<file path="config.mk">
export PLATFORM = sky130hd
export DESIGN_NAME = serial_adder
export DESIGN_NICKNAME = d
export VERILOG_FILES = /design/src/rtl/adder_pkg.sv /design/src/rtl/digit_adder.sv /design/src/rtl/serial_adder.sv
export SDC_FILE = /design/constraint.sdc
export NUM_CORES = 1
export LEC_CHECK = 0
export BUFFER_PORTS_ARGS = -buffer_cell sky130_fd_sc_hd__buf_2
export CAP_MARGIN = 25
export CORE_MARGIN = 5
export CORE_UTILIZATION = 37
export DETAILED_ROUTE_END_ITERATION = 10
export PLACE_DENSITY_LB_ADDON = 0.15
export SYNTH_ARGS = -nofsm -noshare
export SYNTH_HDL_FRONTEND = slang
export SYNTH_HIERARCHICAL = 1
export SYNTH_SLANG_ARGS = --single-unit
export TNS_END_PERCENT = 1
</file>
<file path="constraint.sdc">
create_clock -name clk -period 1.8 [get_ports clk]
set_input_delay 0 -clock clk [delete_from_list [all_inputs] [get_ports clk]]
set_output_delay 0 -clock clk [all_outputs]
set_load 0.03 [all_outputs]
</file>
<file path="src/rtl/adder_pkg.sv">
// Shared definitions for the digit-serial adder: FSM states, operation
// encodings and the digit-counter width helper.
package adder_pkg;

  typedef enum logic [1:0] {
    IDLE = 2'd0,
    RUN  = 2'd1,
    DONE = 2'd2
  } state_t;

  localparam logic OP_ADD = 1'b0;
  localparam logic OP_SUB = 1'b1;

  // Bits needed to count N = width/digit digits; never less than one bit.
  function automatic int cnt_width(input int width, input int digit);
    int n;
    n = width / digit;
    if (n <= 1) return 1;
    return $clog2(n);
  endfunction

endpackage

</file>
<file path="src/rtl/digit_adder.sv">
// Combinational DIGIT-bit ripple adder built from one-bit full-adder cells.
// Also exposes the carry into the top cell so the caller can form signed
// overflow from the final digit.
module digit_adder #(
  parameter int DIGIT = 1
) (
  input  logic [DIGIT-1:0] x,
  input  logic [DIGIT-1:0] y,
  input  logic             ci,
  output logic [DIGIT-1:0] s,
  output logic             co,
  output logic             c_msb_in
);

  logic [DIGIT:0] c;

  assign c[0] = ci;

  for (genvar i = 0; i < DIGIT; i++) begin : g_cell
    assign s[i]   = x[i] ^ y[i] ^ c[i];
    assign c[i+1] = (x[i] & y[i]) | (x[i] & c[i]) | (y[i] & c[i]);
  end

  assign co       = c[DIGIT];
  assign c_msb_in = c[DIGIT-1];

endmodule

</file>
<file path="src/rtl/serial_adder.sv">
// Digit-serial adder/subtractor. Processes DIGIT bits per clock through a
// single digit_adder slice with a registered carry, finishing a WIDTH-bit
// add (a+b+cin) or subtract (a-b) in WIDTH/DIGIT RUN cycles.
module serial_adder
  import adder_pkg::*;
#(
  parameter int WIDTH = 8,
  parameter int DIGIT = 1
) (
  input  logic             clk,
  input  logic             rst,
  input  logic             start,
  input  logic             op,
  input  logic [WIDTH-1:0] a,
  input  logic [WIDTH-1:0] b,
  input  logic             cin,
  output logic             ready,
  output logic             busy,
  output logic             done,
  output logic [WIDTH-1:0] sum,
  output logic             cout,
  output logic             ovf
);

  localparam int N  = WIDTH / DIGIT;
  localparam int CW = cnt_width(WIDTH, DIGIT);
  localparam logic [CW-1:0] LAST_CNT = CW'(N - 1);

  if ((DIGIT < 1) || (DIGIT > WIDTH) || (WIDTH % DIGIT != 0)) begin : g_bad_param
    $error("serial_adder: WIDTH (%0d) must be a multiple of DIGIT (%0d), 1 <= DIGIT <= WIDTH",
           WIDTH, DIGIT);
  end

  state_t           state;
  state_t           state_next;
  logic [WIDTH-1:0] a_sh;
  logic [WIDTH-1:0] b_sh;
  logic [WIDTH-1:0] res_sh;
  logic [WIDTH-1:0] res_next;
  logic             carry;
  logic [CW-1:0]    cnt;
  logic             accept;
  logic             last;
  logic [DIGIT-1:0] slice_s;
  logic             slice_co;
  logic             slice_cmsb;

  assign ready  = (state == IDLE) || (state == DONE);
  assign busy   = (state == RUN);
  // DONE lasts exactly one cycle, so the state itself is the done pulse.
  assign done   = (state == DONE);
  assign accept = ready & start;
  assign last   = (state == RUN) && (cnt == LAST_CNT);

  digit_adder #(
    .DIGIT (DIGIT)
  ) u_slice (
    .x        (a_sh[DIGIT-1:0]),
    .y        (b_sh[DIGIT-1:0]),
    .ci       (carry),
    .s        (slice_s),
    .co       (slice_co),
    .c_msb_in (slice_cmsb)
  );

  // New digits enter the result from the MSB side; with a single digit the
  // slice output is the whole result.
  if (N == 1) begin : g_one_digit
    assign res_next = slice_s;
  end else begin : g_multi_digit
    assign res_next = {slice_s, res_sh[WIDTH-1:DIGIT]};
  end

  // Next-state logic: start only matters while ready.
  always_comb begin
    state_next = state;
    case (state)
      IDLE:    if (start) state_next = RUN;
      RUN:     if (cnt == LAST_CNT) state_next = DONE;
      DONE:    state_next = start ? RUN : IDLE;
      default: state_next = IDLE;
    endcase
  end

  // FSM state register.
  always_ff @(posedge clk) begin
    if (rst) state <= IDLE;
    else     state <= state_next;
  end

  // Operand/result shift registers, carry, digit counter and output registers.
  always_ff @(posedge clk) begin
    if (rst) begin
      a_sh   <= '0;
      b_sh   <= '0;
      res_sh <= '0;
      carry  <= 1'b0;
      cnt    <= '0;
      sum    <= '0;
      cout   <= 1'b0;
      ovf    <= 1'b0;
    end else if (accept) begin
      a_sh   <= a;
      b_sh   <= (op == OP_SUB) ? ~b : b;
      carry  <= (op == OP_SUB) ? 1'b1 : cin;
      res_sh <= '0;
      cnt    <= '0;
    end else if (state == RUN) begin
      a_sh   <= a_sh >> DIGIT;
      b_sh   <= b_sh >> DIGIT;
      res_sh <= res_next;
      carry  <= slice_co;
      if (last) begin
        cnt  <= '0;
        sum  <= res_next;
        cout <= slice_co;
        ovf  <= slice_co ^ slice_cmsb;
      end else begin
        cnt  <= cnt + 1'b1;
      end
    end
  end

endmodule

</file>
== Yosys cells after proc, flatten, opt, wreduce, memory -nomap -nowiden ==
Cells that the tools add are included.
Word-level totals
  register bits: 40
  output and inout bits: 13
  logic and storage cells: 46
  bits of input ports: 21
Cells by class
  eq/ne operators: 5
  bitwise logic cells: 11
  reduce and logical (&&, ||, !) cells: 7
  mux-type cells: 13
  add/sub/neg operators: 1
Operators by type and width (number)
  $mux W8: 5
  $not A8 Y8: 1
  $pmux W2 S3: 1
  $and A1 B1 Y1: 4
  $mux W1: 4
  $mux W2: 2
  $add A3 B1 Y3 const B: 1
  $eq A3 B3 Y1 const B: 1
  $mux W3: 1
  $reduce_and A3 Y1: 1
  $xor A1 B1 Y1: 3
  $eq A2 B1 Y1 const B: 1
  $eq A2 B2 Y1 const B: 1
  $logic_not A2 Y1: 1
  $ne A2 B1 Y1 const B: 1
  $ne A2 B2 Y1 const B: 1
  $or A1 B1 Y1: 2
  $reduce_and A2 Y1: 1
  $reduce_bool A2 Y1: 1
  $reduce_or A2 Y1: 1
  $logic_and A1 B1 Y1: 1
  $logic_or A1 B1 Y1: 1
  $not A1 Y1: 1

== Depth between registers and ports, before layout ==
Gate-level depths: netlist (run 1).
  depth in word-level cells: 5
  depth in mapped cells: 6
  mapped depth without buffers: 5

== Modules after synthesis ==
Netlist (run 1), hierarchy kept.
Modules (own cells, without submodules)
  serial_adder: sequential area each 780.7 µm², cells each 189, times used 1, area an instance 1584.0 µm²
  digit_adder: sequential area each 0.0 µm², cells each 2, times used 1, area an instance 27.5 µm²

== Worst setup path after synthesis (run 1) ==
Ideal clock, no wire load.
  path type: register to register
  from: register cnt[0]
  to: register ovf
  setup slack: 0.507 ns
  stages on the path, launching flop included: 6
  data required time: 1.714 ns
  data arrival time: 1.208 ns
  setup time: 0.086 ns
  period minus slack after synthesis: 1.293 ns
  path buffers: 1
  path through: dfxtp_1 > ha_1 > ha_1 > and3b_1 > buf_2 > a211oi_1
On the way
  word-level cells in the longest chain between the ends: 3
Ends and longest elaborated chain
  start: declaration: RTL line serial_adder.sv:41  | logic [CW-1:0] cnt;
  start signal: assignment: RTL line serial_adder.sv:119  | cnt <= cnt + 1'b1;
  $eq A3 B3 Y1: RTL line serial_adder.sv:53  | assign last = (state == RUN) && (cnt == LAST_CNT);
  $logic_and A1 B1 Y1: RTL line serial_adder.sv:53
  $reduce_and A3 Y1 (no line)
  end signal: assignment: RTL line serial_adder.sv:117  | ovf <= slice_co ^ slice_cmsb;
  end: declaration: RTL line serial_adder.sv:22  | output logic ovf
No other way between the ends.
A chain may end at the register's enable or synchronous reset.

== Worst setup path in the final report (run 1) ==
Ends and elaborated chain as after synthesis.

==> flow_summary.yaml, run 1 <==
run_status:
  status: "finished clean"
timing:
  worst_slew_pin_slew_ns: 0.439
  drv_slew: 0
  grt_setup_unrepaired: "false"
  fin_ws_ns: 0.346
  final.setup_skew_ns: 0.00504
  fmaxAchievable_mhz: 688
  finalCriticalPeriod_ns: 1.45
  min_period_over_period: 0.808
  setup_viol: 0
  tns_ns: 0
  relSlewSlack: 0.707
  finalHoldViolCount: 0
floorplanning:
  die-area_um2: 5780
  start_util: 0.375
  die_w_um: 76.0
  die_h_um: 76.0
  core_um2: 4290
  row_count: 24
  boundaryPins: 34
critical_path:
  crit_arrival_ns: 1.67
  cp-end-kind: "flip-flop"
  reg2reg_to: "ovf"
  crit_fanout: 11
  ff2ff_path_depth: 5
  crit_type: "reg -> reg"
  start_kind: "flip-flop"
  rr_startpoint: "cnt[0]"
  r2r_setup_slack_ns: 0.35
  required_ns: 2.02
synth:
  netlist_area_um2: 1610
  ys_types: 30
  synthAdderAreaFrac: 0.0280
  yosysTopAreaCellShare: 0.484
  netlist.top_cell.by_area: "dfxtp_1"
  synth_seq_cells: 39
  synth-xor-area-share: 0.0489
  yosys_warnings: 6
  synth_compound_area_frac: 0.151
  seq_area_frac_synth: 0.484
  synth_area_leaders: "dfxtp_1 48%, nand2_1 9.8%, a21oi_1 7.5%"
  synth_top_family_by_area: "simple AND/OR/NAND/NOR gates"
  synthMuxAreaShare: 0.00621
  synth_simple_gate_area_share: 0.219
  synth_nets: 215
  postSynthAreaPerCell_um2: 8.44
  synth_cells: 191
cells_and_area:
  multi_input_area_um2: 731
  fillCellCount: 436
  final_net_count: 251
  num_antenna_cells: 0
  areaGrowthSynthToFinish_pct: 21.9
  seqCellArea_um2: 781
  drive_gt1_frac: 0.211
power_and_ir_drop:
  max-vdd-ir-drop_mv: 0.468
  leakagePower_nw: 0.784
  power_density_nw_per_um2: 957
  power.total_mw: 1.88
min_path:
  hold_start: "a[1]"
  whs_path_depth: 3
  worstHoldEndpoint: "a_sh[1]"
  hp-class: "in -> reg"
clock_network:
  clk_latency_ns: 0.29
  cts_tree: "done"
  cts_num_sinks: 39
  root_buffer: "clkbuf_8"
  clock_path_buffers: 2
  cts_made_buffers: 5
  postCtsHoldBufs: 5
  clk_pin_slew_worst_paths_ns: 0.08
  cts_resized: 0
  htree_num_levels: 2
  post-cts-setup-buffers: 0
drt:
  viasPerCell: 4.94
  antenna_left: 0
  routedWlPerCell_um: 12.2
  dr.pass1.iters: 4
  first_iter_violations: 69
  drcViolationCount: 0
  drt_wl_total_mm: 3.41
  vias: 1384
global_routing:
  grt_pass1_vias: 1390
  grt-ovfl-total: 0
  antenna_found_initial: 0
  gr-usage-all-layers: 0.130
  grt_max_degree: 29
  grt_pass1_wl_mm: 6.29
place:
  place_hpwl_mm: 2.34
  dp_slack_ns: 0.297
  routabilityCongestion: 0.739
  portBuffers: 33
run:
  cap_violations: 0
-- Yosys cell counts, drive strengths merged --
master,n
a211oi,1
a21oi,24
a22oi,4
a311oi,2
a31oi,1
and3b,1
buf,13
clkbuf,3
clkinv,1
dfxtp,39
fa,1
ha,2
inv,1
mux2i,1
nand2,42
nand2b,3
nand3,6
nand3b,2
nor2,5
nor2b,2
nor3,17
o21a,1
o21ai,1
o22ai,8
or3,1
xnor2,1
xor2,8
-- area by class of cell --
class | count | share of cell area
Inverter | 2 | 0.00382
Sequential cell | 39 | 0.397
Timing Repair Buffer | 45 | 0.136
Multi-Input combinational cell | 134 | 0.372
Tap cell | 52 | 0.0331
Clock inverter | 3 | 0.0223
Clock buffer | 5 | 0.0350
-- cells in the final DEF, fill, tap and decap left out, types with 4 or more instances in the layout --
cell type | netlist | final
nor2_1 | 5 | 5
dlygate4sd3_1 | 0 | 5
a21oi_1 | 24 | 24
dfxtp_1 | 39 | 39
buf_4 | 2 | 7
clkbuf_8 | 0 | 5
xor2_1 | 8 | 8
nand2_1 | 42 | 42
a22oi_1 | 4 | 4
buf_2 | 8 | 33
nand3_1 | 6 | 6
nor3_1 | 17 | 17
o22ai_1 | 8 | 8
-- routing by layer --
metal | wire [µm] | vias up | GRT usage | part of all wire
met1 | 1550 | 620 | 0.156 | 0.45
met5 | 0 | - | 0 | 0
met3 | 175 | 5 | 0.0366 | 0.051
met4 | 51 | 0 | 0.0587 | 0.015
met2 | 1640 | 32 | 0.216 | 0.48
li1 | - | 727 | - | -
-- stage by stage --
step | hold slack, ns | instance area, µm² | cells | util
detailed placement | 0.290 | 1800 | 267 | 0.420
global route | 0.0223 | 1960 | 280 | 0.457
finish | 0.0150 | 1960 | 280 | 0.457
global placement | 0.291 | 1800 | 267 | 0.420
CTS | 0.00900 | 1960 | 280 | 0.457
floorplan | 0.181 | 1610 | 191 | -
-- registers in the layout (all words and copies together), names as in the netlist --
register	cells
a_sh	8
cnt	3
cout	1
carry	1
sum	8
b_sh	8
ovf	1
res_sh	7
state	2
-- power breakdown --
part | leakage (nW) | internal (mW) | switching (mW)
logic | 0.408 | 0.0999 | 0.126
registers | 0.318 | 0.903 | 0.0254
clock network | 0.0581 | 0.413 | 0.312
total | 0.784 | 1.42 | 0.464
-- critical path, cell delays in order, from the launching register on --
cell      delay [ns]
dfxtp_1         0.35
ha_1            0.15
ha_1            0.21
and3b_1         0.40
nor2_1          0.07
a211oi_1        0.19
-- kinds of logic after synthesis --
kind of cell             count (synthesis)
AND/OR/NAND/NOR                         79
XOR/XNOR                                 9
buffers and inverters                   18
flip-flops                              39
AO/OA/AOI/OAI                           42
multiplexers                             1
adder cells (fa/ha/maj)                  3
-- how the worst max path moves through the flow --
stage / start / endpoint / slack [ns] / cells past startpoint
global route: cnt[0] / sum[6] / 0.17 / 5
global placement: cnt[0] / ovf / 0.38 / 5
detailed placement: cnt[0] / ovf / 0.30 / 5
floorplan: cnt[0] / ovf / 0.51 / 5
CTS: cnt[0] / ovf / 0.31 / 5
finish: cnt[0] / ovf / 0.35 / 5
(Power assumes the default switching activity.)
==> run 2: changes to the inputs <==
==> constraint.sdc (replaced) <==
create_clock -name clk -period 1.5 [get_ports clk]
set_input_delay 0 -clock clk [delete_from_list [all_inputs] [get_ports clk]]
set_output_delay 0 -clock clk [all_outputs]
set_load 0.03 [all_outputs]
==> run 2 against run 1 <==
Via count up 1.0%. Design area is 3.5% higher. Clock power rose by 42%. Utilization up 1.6 points. Sequential share of layout area decreased by 1.3 points. Clock skew is 0.0019 ns higher. Critical path depth is 1 higher. Setup slack worse by 0.20 ns. Largest power group unchanged.
==> flow_summary.yaml, run 2 (synthesis gave the netlist of run 1 again) <==
place:
  place_hpwl_mm: 2.38
  portBuffers: 33
  place_area_um2: 1860
  routabilityCongestion: 0.711
global_routing:
  grt_pass1_vias: 1375
  gr-usage-all-layers: 0.131
  grt_max_degree: 24
  grt_pass1_wl_mm: 6.26
  grt-ovfl-total: 0
  antenna_found_initial: 0
power_and_ir_drop:
  max-vdd-ir-drop_mv: 0.684
  seq_power_share: 0.457
  power_density_nw_per_um2: 1190
  p_int_mw: 1.88
  clock_power_share: 0.424
  leakagePower_nw: 0.814
  power.total_mw: 2.43
  power.switching_uw: 552
  sw_frac_of_total: 0.227
  p_comb_frac: 0.118
clock_network:
  cts_tree: "done"
  post-cts-setup-buffers: 0
  clock_path_buffers: 2
  htree_num_levels: 2
  cts_num_sinks: 39
  cts_resized: 0
  root_buffer: "clkbuf_8"
  postCtsHoldBufs: 4
  cts_made_buffers: 5
  clk_pin_slew_worst_paths_ns: 0.08
  clk_latency_ns: 0.29
critical_path:
  reg2reg_to: "ovf"
  cp-end-kind: "flip-flop"
  cp-endpoint: "ovf"
  crit_start: "cnt[0]"
  start_kind: "flip-flop"
  critPathMaxStageDelay_ns: 0.35
  path_cells: "ha_1 > ha_1 > and3b_1 > buf_12 > nor2_1 > a211oi_1"
  r2r_setup_slack_ns: 0.14
  crit_arrival_ns: 1.57
  crit_family: "adder cells"
  crit_buf_inv: 1
  path_depth: 6
  crit_fanout: 11
  slowest_stage: "dfxtp_1"
  crit_path_frequent_cell: "ha_1"
  ff2ff_path_depth: 6
  rr_startpoint: "cnt[0]"
  required_ns: 1.71
  crit_type: "reg -> reg"
timing:
  grt_setup_unrepaired: "false"
  tns_ns: 0
  fmaxAchievable_mhz: 737
  min_period_over_period: 0.905
  finalCriticalPeriod_ns: 1.36
  relSlewSlack: 0.725
  worst_slew_pin_slew_ns: 0.413
  setup_viol: 0
  final.setup_skew_ns: 0.00698
  finalHoldViolCount: 0
  drv_slew: 0
run_status:
  status: "finished clean"
cells_and_area:
  reg_top3: "a_sh: 8 flops, b_sh: 8 flops, sum: 8 flops"
  areaGrowthSynthToFinish_pct: 26.2
  drive_gt1_frac: 0.225
  postLayoutCellArea_um2: 2030
  layout_common_cells: "42 x nand2_1, 39 x dfxtp_1, 33 x buf_2"
  layout_commonest_cell: "nand2_1"
  final_net_count: 254
  num_antenna_cells: 0
  final_util: 0.473
  fillCellCount: 440
drt:
  first_iter_violations: 68
  antenna_left: 0
  viasPerCell: 4.94
  routedWlPerCell_um: 11.9
  vias: 1398
  drcViolationCount: 0
  dr.pass1.iters: 4
  drt_wl_total_mm: 3.38
run:
  cap_violations: 0
floorplanning:
  row_count: 24
  core_um2: 4290
  die_h_um: 76.0
  boundaryPins: 34
  start_util: 0.375
  die-area_um2: 5780
  die_w_um: 76.0
min_path:
  hp-class: "in -> reg"
-- run 2: power by group through the flow --
stage	Clock [mW]	Sequential, mW	Combinational, mW
final	1.03	1.11	0.287
after global routing	1.12	1.12	0.328
after CTS	1.06	1.11	0.292
after detailed placement	0	1.14	0.283
after global placement	0	1.13	0.282
after floorplan	0	1.13	0.202
-- run 2: cell type report --
class,count,area (µm²),share of cell area
Clock inverter,3,67.6,0.0332
Clock buffer,5,68.8,0.0338
Sequential cell,39,781,0.384
Timing Repair Buffer,48,313,0.154
Tap cell,52,65.1,0.0320
Multi-Input combinational cell,134,731,0.359
Inverter,2,7.51,0.00369
-- run 2: through the flow --
stage          worst slack, ns  hold WS, ns  cells
4_1_cts                  0.126      0.00307    283
6_report                 0.143       0.0162    283
2_1_floorplan            0.207        0.181    191
5_1_grt                 0.0171       0.0310    283
3_5_place_dp             0.119        0.295    271
3_3_place_gp             0.180        0.296    271
-- run 2: worst min path at each step --
stage | from | endpoint | depth (start not counted)
after global placement | a[0] | a_sh[0] | 3
after floorplan | a[3] | a_sh[3] | 2
after detailed placement | a[0] | a_sh[0] | 3
after CTS | a[7] | a_sh[7] | 3
after global routing | a[7] | a_sh[7] | 3
final | a[7] | a_sh[7] | 3
-- run 2: layer usage --
layer / vias up / wire length, µm / GRT usage
li1: 732 / - / -
met1: 635 / 1560 / 0.158
met2: 26 / 1600 / 0.211
met3: 5 / 182 / 0.0567
met4: 0 / 34 / 0.0391
met5: - / 0 / 0
-- run 2: worst min-delay path, delay by kind of cell --
family                 cells  cell delay (ns)
AND/OR/NAND/NOR            1             0.12
multiplexers               1             0.06
buffers and inverters      1             0.08
